[config.mk]
export PLATFORM = sky130hd
export DESIGN_NAME = decode_issue
export DESIGN_NICKNAME = d
export VERILOG_FILES = /design/src/rtl/decode_issue.sv
export SDC_FILE = /design/constraint.sdc
export NUM_CORES = 1
export LEC_CHECK = 0
export CAP_MARGIN = 40
export CORE_MARGIN = 5
export CORE_UTILIZATION = 25
export CTS_CLUSTER_SIZE = 10
export DETAILED_ROUTE_END_ITERATION = 8
export GPL_TIMING_DRIVEN = 0
export PLACE_DENSITY_LB_ADDON = 0.12
export SYNTH_ARGS = -nofsm -noshare
export SYNTH_HDL_FRONTEND = slang
export SYNTH_SLANG_ARGS = --single-unit
export TNS_END_PERCENT = 20
[constraint.sdc]
create_clock -name clk -period 7.1 [get_ports clk]
set_input_delay 2.13 -clock clk [delete_from_list [all_inputs] [get_ports clk]]
set_output_delay 2.13 -clock clk [all_outputs]
set_load 0.01 [all_outputs]
[src/rtl/decode_issue.sv]
// Decode/issue stage: classifies one held instruction, tracks pending writes in a busy-bit scoreboard.
// Define DECODE_ISSUE_FPU_EN to enable the FPR scoreboard, fwb_* port and the FPU class.
`ifndef OP_SPECIAL
`define OP_SPECIAL 6'h00
`endif
`ifndef OP_COP1
`define OP_COP1 6'h11
`endif

module decode_issue #(
    parameter int XLEN    = 32,
    parameter int NREG    = 32,
    parameter int MAX_OUT = 4,
    localparam int RW     = $clog2(NREG),
    localparam int CW     = $clog2(MAX_OUT + 1)
) (
    input  logic            clk,
    input  logic            rst,
    input  logic            in_valid,
    output logic            in_ready,
    input  logic [31:0]     in_op,
    output logic            iss_valid,
    input  logic            iss_ready,
    output logic [2:0]      iss_unit,
    output logic [31:0]     iss_op,
    output logic [XLEN-1:0] iss_imm,
    output logic [RW-1:0]   iss_dst,
    output logic            iss_wr,
    output logic            iss_dst_fp,
    input  logic            gwb_valid,
    input  logic [RW-1:0]   gwb_addr,
    input  logic            fwb_valid,
    input  logic [RW-1:0]   fwb_addr,
    input  logic            br_done,
    output logic [NREG-1:0] busy_gpr,
    output logic [CW-1:0]   out_cnt,
    output logic            illegal,
    output logic            wb_err
);
    localparam logic [2:0] U_ALU = 3'd0, U_LSU = 3'd1, U_FPU = 3'd2;
    localparam logic [2:0] U_BR = 3'd3, U_UART = 3'd4;
    localparam logic [5:0] OP_J = 6'h02, OP_JAL = 6'h03, OP_BEQ = 6'h04;
    localparam logic [5:0] OP_BNE = 6'h05, OP_ADDI = 6'h08, OP_SLTI = 6'h0a;
    localparam logic [5:0] OP_SGTI = 6'h0b, OP_ORI = 6'h0d, OP_LUI = 6'h0f;
    localparam logic [5:0] OP_LW = 6'h23, OP_SW = 6'h2b, OP_LWC1 = 6'h31;
    localparam logic [5:0] OP_LWC2 = 6'h32, OP_SWC1 = 6'h39, OP_SWC2 = 6'h3a;

    logic            held;
    logic [31:0]     op_q;
    logic [NREG-1:0] busy_g;
    logic [CW-1:0]   cnt;
    logic            br_pend;

    logic [5:0]    opc;
    logic [RW-1:0] rs, rt, rd, sa, r31;
    logic          d_legal, d_wr, d_fp, g1e, g2e;
    logic [2:0]    d_unit;
    logic [RW-1:0] dst, g1, g2;

    logic            wr_eff, haz, f_haz, full, fire;
    logic [NREG-1:0] g_clr, g_eff, g_set;
    logic            g_dec, g_err, f_dec, f_err;

    assign opc = op_q[31:26];
    assign rs  = RW'(op_q[25:21]);
    assign rt  = RW'(op_q[20:16]);
    assign rd  = RW'(op_q[15:11]);
    assign sa  = RW'(op_q[10:6]);
    assign r31 = RW'(31);

`ifdef DECODE_ISSUE_FPU_EN
    logic            f1e, f2e;
    logic [RW-1:0]   f1, f2;
    logic [NREG-1:0] busy_f, f_clr, f_eff, f_set;
`endif

    always_comb begin
        d_legal = 1'b1;
        d_unit  = U_ALU;
        d_wr    = 1'b0;
        d_fp    = 1'b0;
        dst     = rt;
        g1e     = 1'b0;
        g1      = rs;
        g2e     = 1'b0;
        g2      = rt;
`ifdef DECODE_ISSUE_FPU_EN
        f1e     = 1'b0;
        f1      = rd;
        f2e     = 1'b0;
        f2      = rt;
`endif
        unique case (opc) inside
            `OP_SPECIAL: begin
                dst = rd;
                unique case (op_q[5:0]) inside
                    6'h00, 6'h02, 6'h03: begin
                        d_wr = 1'b1;
                        g2e  = 1'b1;
                    end
                    6'h04, 6'h06, 6'h07, [6'h20:6'h27], [6'h2a:6'h2c]: begin
                        d_wr = 1'b1;
                        g1e  = 1'b1;
                        g2e  = 1'b1;
                    end
                    6'h08: begin
                        d_unit = U_BR;
                        g1e    = 1'b1;
                    end
                    6'h09: begin
                        d_unit = U_BR;
                        g1e    = 1'b1;
                        d_wr   = 1'b1;
                        dst    = r31;
                    end
                    default: d_legal = 1'b0;
                endcase
            end
            OP_ADDI, OP_SLTI, OP_SGTI, OP_ORI: begin
                d_wr = 1'b1;
                g1e  = 1'b1;
            end
            OP_LUI: d_wr = 1'b1;
            OP_LW: begin
                d_unit = U_LSU;
                d_wr   = 1'b1;
                g1e    = 1'b1;
            end
            OP_SW: begin
                d_unit = U_LSU;
                g1e    = 1'b1;
                g2e    = 1'b1;
            end
            OP_J: d_unit = U_BR;
            OP_JAL: begin
                d_unit = U_BR;
                d_wr   = 1'b1;
                dst    = r31;
            end
            OP_BEQ, OP_BNE: begin
                d_unit = U_BR;
                g1e    = 1'b1;
                g2e    = 1'b1;
            end
            OP_LWC2: begin
                d_unit = U_UART;
                d_wr   = 1'b1;
                dst    = rs;
            end
            OP_SWC2: begin
                d_unit = U_UART;
                g2e    = 1'b1;
            end
`ifdef DECODE_ISSUE_FPU_EN
            OP_LWC1: begin
                d_unit = U_LSU;
                d_wr   = 1'b1;
                d_fp   = 1'b1;
                g1e    = 1'b1;
            end
            OP_SWC1: begin
                d_unit = U_LSU;
                g1e    = 1'b1;
                f2e    = 1'b1;
            end
            `OP_COP1: begin
                d_unit = U_FPU;
                if (op_q[25:21] == 5'h00) begin
                    d_wr = 1'b1;
                    f1e  = 1'b1;
                end else if (op_q[25:21] == 5'h02) begin
                    d_wr = 1'b1;
                    d_fp = 1'b1;
                    dst  = rd;
                end else if (op_q[25:21] == 5'h08 && op_q[20:17] == 4'h0) begin
                    d_unit = U_BR;
                    f1e    = 1'b1;
                    f1     = r31;
                end else if (op_q[25:21] inside {5'h10, 5'h11, 5'h14}) begin
                    d_wr = 1'b1;
                    d_fp = 1'b1;
                    dst  = sa;
                    f1e  = 1'b1;
                    unique case (op_q[5:0]) inside
                        [6'h00:6'h03]: f2e = 1'b1;
                        6'h06, 6'h20, 6'h21, 6'h24: f2e = 1'b0;
                        [6'h30:6'h3f]: begin
                            f2e = 1'b1;
                            dst = r31;
                        end
                        default: d_legal = 1'b0;
                    endcase
                end else begin
                    d_legal = 1'b0;
                end
            end
`endif
            default: d_legal = 1'b0;
        endcase
    end

    // GPR 0 is a sink: writes to it neither occupy a busy bit nor count as outstanding
    assign wr_eff = d_legal && d_wr && (d_fp || dst != '0);
    assign g_clr  = gwb_valid ? (NREG'(1) << gwb_addr) & busy_g : '0;
    assign g_eff  = busy_g & ~g_clr;
    assign g_set  = (fire && wr_eff && !d_fp) ? NREG'(1) << dst : '0;
    assign g_dec  = |g_clr;
    assign g_err  = gwb_valid && !busy_g[gwb_addr];

`ifdef DECODE_ISSUE_FPU_EN
    assign f_clr = fwb_valid ? (NREG'(1) << fwb_addr) & busy_f : '0;
    assign f_eff = busy_f & ~f_clr;
    assign f_set = (fire && wr_eff && d_fp) ? NREG'(1) << dst : '0;
    assign f_dec = |f_clr;
    assign f_err = fwb_valid && !busy_f[fwb_addr];
    assign f_haz = (f1e && f_eff[f1]) || (f2e && f_eff[f2]) ||
                   (wr_eff && d_fp && f_eff[dst]);
`else
    logic unused_fwb;
    assign unused_fwb = ^{fwb_valid, fwb_addr};
    assign f_dec = 1'b0;
    assign f_err = 1'b0;
    assign f_haz = 1'b0;
`endif

    // writebacks landing this cycle release their registers for the held op
    assign haz = (g1e && g_eff[g1]) || (g2e && g_eff[g2]) ||
                 (wr_eff && !d_fp && g_eff[dst]) || f_haz;
    assign full      = wr_eff && cnt == CW'(MAX_OUT);
    assign iss_valid = held && d_legal && !haz && !full;
    assign fire      = iss_valid && iss_ready;
    // no capture behind a branch until the pc has resolved it
    assign in_ready  = !br_pend && (!held || (fire && d_unit != U_BR));

    always_ff @(posedge clk or posedge rst) begin
        if (rst) begin
            held    <= 1'b0;
            op_q    <= '0;
            busy_g  <= '0;
            cnt     <= '0;
            br_pend <= 1'b0;
            wb_err  <= 1'b0;
            illegal <= 1'b0;
        end else begin
            illegal <= held && !d_legal;
            if (in_valid && in_ready) begin
                held <= 1'b1;
                op_q <= in_op;
            end else if (fire || (held && !d_legal)) begin
                held <= 1'b0;
            end
            busy_g <= g_eff | g_set;
            cnt    <= cnt + CW'(fire && wr_eff) - CW'(g_dec) - CW'(f_dec);
            if (fire && d_unit == U_BR)
                br_pend <= 1'b1;
            else if (br_done)
                br_pend <= 1'b0;
            if (g_err || f_err)
                wb_err <= 1'b1;
        end
    end

`ifdef DECODE_ISSUE_FPU_EN
    always_ff @(posedge clk or posedge rst) begin
        if (rst)
            busy_f <= '0;
        else
            busy_f <= f_eff | f_set;
    end
`endif

    assign iss_unit   = d_unit;
    assign iss_op     = op_q;
    assign iss_imm    = (opc == OP_ORI) ? {{(XLEN-16){1'b0}}, op_q[15:0]}
                                        : {{(XLEN-16){op_q[15]}}, op_q[15:0]};
    assign iss_dst    = dst;
    assign iss_wr     = wr_eff;
    assign iss_dst_fp = d_fp;
    assign busy_gpr   = busy_g;
    assign out_cnt    = cnt;
endmodule

# After elaboration in Yosys (flattened, before gate mapping)
# Index checks and enable logic that the tools add are counted.
# totals
ff_bits	71
inputBits	49
output_inout_bits	113
wordCells	120
# classes
add_sub_neg	2
order_cmp	8
n_eq_ne	23
shift	2
n_mux	27
bitwise	4
n_reduce_logical	47
# op_table
op	count
two-way mux 32 bit	3
AND 32 bit	2
<< shifter 1 x 5 -> 32 bit, first input constant	2
equality test 6 x 4 -> 1 bit, second input constant	7
inverter 32 bit	1
bitwise OR 32 bit	1
OR reduction 32 bit	1
equality test 6 x 3 -> 1 bit, second input constant	5
equality test 6 x 2 -> 1 bit, second input constant	4
equality test 6 bit, second input constant	4
< comparator 5 x 6 -> 1 bit, second input constant	4
OR reduction 8 bit	3
binary-select mux 1 bit (select 5 bit)	4
logical AND 1 bit	19
one-hot mux 5 bit (3 select lines)	1
OR reduction 13 bit	1
>= comparator 6 bit, second input constant	2
less-or-equal comparator 6 bit, second input constant	2
zero test 6 bit	2
two-way mux 1 bit	12
one-hot mux 3 bit (4 select lines)	1
OR reduction 10 bit	1
OR reduction 9 bit	1
one-hot mux 1 bit (2 select lines)	4
other kinds (14)	26

# Longest topological paths before layout
# depth
word_depth	19
depth_mapped	18
depth_no_buf	15

# Worst setup path after synthesis
# Ideal clock, no wire load.
# synth_timing
path_kind	in2out
startpoint	input port gwb_addr[0]
endpoint	output port in_ready
arrival_ns	4.559
t_required_ns	4.970
path_slack_ns	0.411
stages	12
n_path_buf	2
path_cell_list	buf_2 > or2_1 > clkbuf_1 > o21ai_0 > mux2i_1 > o31ai_1 > a211oi_1 > or4_1 > a311oi_1 > and2_2 > nand3_1 > a21oi_1
# synth_between
elab_chain_len	17
elab_cells_between_ends	23
cone_classes	1 x shift; 7 x mux; 3 x bitwise; 12 x reduce/logical
# synth_rtl
element	line	rtl
start, declared	31	input logic [RW-1:0] gwb_addr,
<< shifter 1 x 5 -> 32 bit *	204	assign g_clr = gwb_valid ? (NREG'(1) << gwb_addr) & busy_g : '0;
AND 32 bit *	204	
two-way mux 32 bit *	204	
inverter 32 bit *	205	assign g_eff = busy_g & ~g_clr;
AND 32 bit *	205	
binary-select mux 1 bit (select 5 bit)	227	assign haz = (g1e && g_eff[g1]) || (g2e && g_eff[g2]) ||
two-way mux 1 bit (not written as such)	227	
logical AND 1 bit	227	
logical OR 1 bit	227	
logical OR 1 bit *	227	
zero test 1 bit *	230	assign iss_valid = held && d_legal && !haz && !full;
logical AND 1 bit * (2 in a row)	230	
logical AND 1 bit *	231	assign fire = iss_valid && iss_ready;
logical AND 1 bit *	233	assign in_ready = !br_pend && (!held || (fire && d_unit != U_BR));
logical OR 1 bit *	233	
logical AND 1 bit *	233	
end, declared	20	output logic in_ready,
# Every way passes the cells marked *; elsewhere a longest branch is shown, timed or not. The select of a mux whose other input is x is not followed.

# Worst setup path after layout
# layout_timing
startpoint	input port gwb_addr[1]
endpoint	output port in_ready
# Same word-level chain as after synthesis.

==> run_results.csv <==
group,metric,value,unit
floorplan,die_h,155,µm
drt,drcViolationCount,0,
placement,post-place-cells,928,
drt,routed_wl,20.4,mm
sta,tightest_slew,0.793,ns
drt,drtAntennaViolNets,0,
pwr,swShare,42.3,%
synthesis,ys_ff_latch,71,
drt,firstDrtPassIters,5,
layout,post-route-util,37.8,%
pwr,power.total,3220,µW
sta,min_period_over_period,98.1,%
synthesis,ys_async_sr_fraction,100,%
worst_setup_path,path_cells,"buf_2, nand2b_2, o21ai_1, mux4_2, nor3b_1, o41ai_1, a21oi_1, a311oi_4, and2_4, nand3_1, a21oi_1, buf_2",
placement,dp_hpwl,15.5,mm
pwr,ir_drop,0.236,mV
synthesis,synth_edf_count,0,
floorplan,core_area,20800,µm²
sta,fmax,144,MHz
synthesis,ys.flop_type,"dfrtp_1",
hold_path,min_path_type,"reg2reg",
drt,wire_per_inst,21.0,µm
sta,setup_viol,0,
sta,slew_violations,0,
worst_setup_path,crit_required,4.97,ns
sta,finClkSkew,0.00884,ns
cts,insertion_delay,0.34,ns
worst_setup_path,path_buf_inv,2,
outcome,status,"completed",
grt,antenna_found_initial,0,
cts,hold_buffers,0,
worst_setup_path,cp.arrival,4.84,ns
synthesis,yosysMostFrequentCell,"dfrtp_1",
synthesis,synth_area_leader_cell,"dfrtp_1",
floorplan,boundaryPins,162,
floorplan,die_area,23900,µm²
synthesis,postSynthAreaPerCell,10.5,µm²
worst_setup_path,cp-end-kind,"primary output",
cts,clk_pin_slew,0.06,ns
worst_setup_path,critical_path.max_stage_delay,0.44,ns
cts,cts_htree_levels,3,
grt,grt_pass1_wl,31.8,mm
grt,grt_pass1_vias,5355,
drt,vias,5066,
synthesis,synthTopCellsByArea,"dfrtp_1, mux4_2, buf_4",
layout,fin_cells,969,
worst_setup_path,worstSetupStartpointType,"input port",
synthesis,synthCells,500,
pwr,p_sw,1360,µW
drt,drt_iter0_markers,432,
pwr,p_clk_share,16.2,%
cts,clockBufferDepth,2,
pwr,p_per_area,410,nW/µm²
cts,cts_tree,"done",
pwr,leakagePower,0.00309,µW
run,cap_violations,0,
cts,cts-root-buf,"clkbuf_16",
placement,gp_congestion,0.864,
synthesis,syn-num-nets,552,
synthesis,synth.top_cells.by_count,"dfrtp_1, o21ai_0, buf_4, o41ai_1, nand2_1",
synthesis,yosysSeqAreaShare,33.9,%
layout,fin_nets,741,
layout,area_growth_syn_to_layout,50.2,%
layout,drive_gt1_share,28.0,%
pwr,p_int,1860,µW
worst_setup_path,critPathTopFamily,"compound AO/OA/AOI/OAI gates",
floorplan,die_w,155,µm
grt,grt_remaining_overflow,0,
grt,track_usage,16.9,%
layout,diodes,0,
sta,slew_headroom,46.7,%
worst_setup_path,cp_max_fo,9,
cts,cts-buffers-inserted,9,
pwr,pwr-share-seq,21.2,%
worst_setup_path,cp_slowest_cell,"o21ai_1",
synthesis,yosysWarnings,0,
synthesis,syn_area,5240,µm²
floorplan,num_rows,53,
sta,finalCriticalPeriod,6.97,ns
grt,grt_max_degree,61,
synthesis,yosys.area.top_type_share,33.9,%
pwr,combPwrFrac,62.6,%
placement,port_buffers,152,
drt,avgViaCountPerCell,5.23,
floorplan,start_util,25.2,%
cts,clock-sinks,71,
synthesis,synth_cell_types,80,
sta,hold_violations,0,
worst_setup_path,worstSetupPathType,"in2out",
## cells in the final DEF (no fill, tap or decap), types with 6 or more instances in the layout
cell type	n
mux2_2	11
mux2i_1	13
o21ai_4	7
clkbuf_1	15
nand2_1	22
nand2b_1	6
mux4_2	22
o21ai_0	7
buf_6	7
and2_1	6
nand3_1	6
inv_1	18
and3_1	6
nor2_1	18
o31ai_1	8
nor3_1	7
buf_2	12
mux2_1	21
buf_4	60
o21ai_2	21
clkbuf_16	9
clkdlybuf4s50_1	146
a21oi_1	13
mux2_4	10
dfrtp_1	71
o41ai_1	28
## what timing repair did
item / 4_1_cts / 5_1_grt
gates resized for setup: 77 / 30
setup buffers: 14 / 12
setup endpoints to repair: 2 / 2
pin swaps: 18 / 9
cloned: 0 / 0
## final cells by class
class / count / area (µm²)
fill: 2104 / 13000
multi-input combinational: 340 / 3150
sequential: 71 / 1780
timing repair buffer: 179 / 1720
buffer: 68 / 453
tap: 275 / 344
clock buffer: 10 / 229
clock inverter: 6 / 109
inverter: 20 / 77.6
## logic make-up after synthesis
| group | Yosys count | synth area share (%) |
|---|---|---|
| adders and majority gates | 3 | 0.860 |
| buffers and inverters | 89 | 9.65 |
| AOI/OAI and AO/OA | 140 | 20.0 |
| other | 1 | 0.0716 |
| and+or+nand+nor | 116 | 13.3 |
| muxes | 77 | 21.7 |
| xor gates and xnor gates | 3 | 0.502 |
| DFF | 71 | 33.9 |
## state kept, by name, indices dropped and copies added (netlist names)
name      cells
out_cnt       3
iss_op       32
held          1
busy_gpr     32
wb_err        1
illegal       1
br_pend       1
## per-stage QoR
stage	setup WS [ns]	setup TNS (ns)	hold slack [ns]	instance area (µm²)
4_1_cts	0.0168	0	0.480	7730
3_3_place_gp	-1.20	-2.01	0.453	7100
6_report	0.134	0	0.478	7870
2_1_floorplan	0.411	0	0.493	5240
3_5_place_dp	-1.22	-2.05	0.468	7130
5_1_grt	-0.00442	-0.00442	0.507	7870
## final timing paths
| kind | start | to | slack [ns] | cells past startpoint |
|---|---|---|---|---|
| min in group asynchronous | rst | iss_op[21]$_DFFE_PP0P_ | 2.05 | 2 |
| worst max register to register | iss_op[3]$_DFFE_PP0P_ | out_cnt[2]$_DFF_PP0_ | 2.30 | 17 |
| max in group asynchronous | rst | iss_op[25]$_DFFE_PP0P_ | 4.50 | 3 |
| worst max-delay path | gwb_addr[1] | in_ready | 0.13 | 12 |
| worst min register to register | wb_err$_DFFE_PP0P_ | wb_err$_DFFE_PP0P_ | 0.48 | 1 |
| worst min-delay path | wb_err$_DFFE_PP0P_ | wb_err$_DFFE_PP0P_ | 0.48 | 1 |
## power groups by stage
stage / registers (µW) / clock network [µW] / logic [µW]
2_1_floorplan: 693 / 0 / 1090
3_3_place_gp: 686 / 0 / 1960
3_5_place_dp: 689 / 0 / 1970
4_1_cts: 687 / 533 / 2000
5_1_grt: 709 / 550 / 2160
6_report: 682 / 524 / 2020
## per-layer routing
layer / global-route usage [%] / routed length, µm
met1: 22.9 / 8990
met5: 0 / 0
met3: 3.64 / 1300
met4: 4.75 / 316
met2: 27.3 / 9740
No activity file was read; power rests on OpenSTA's default activity.
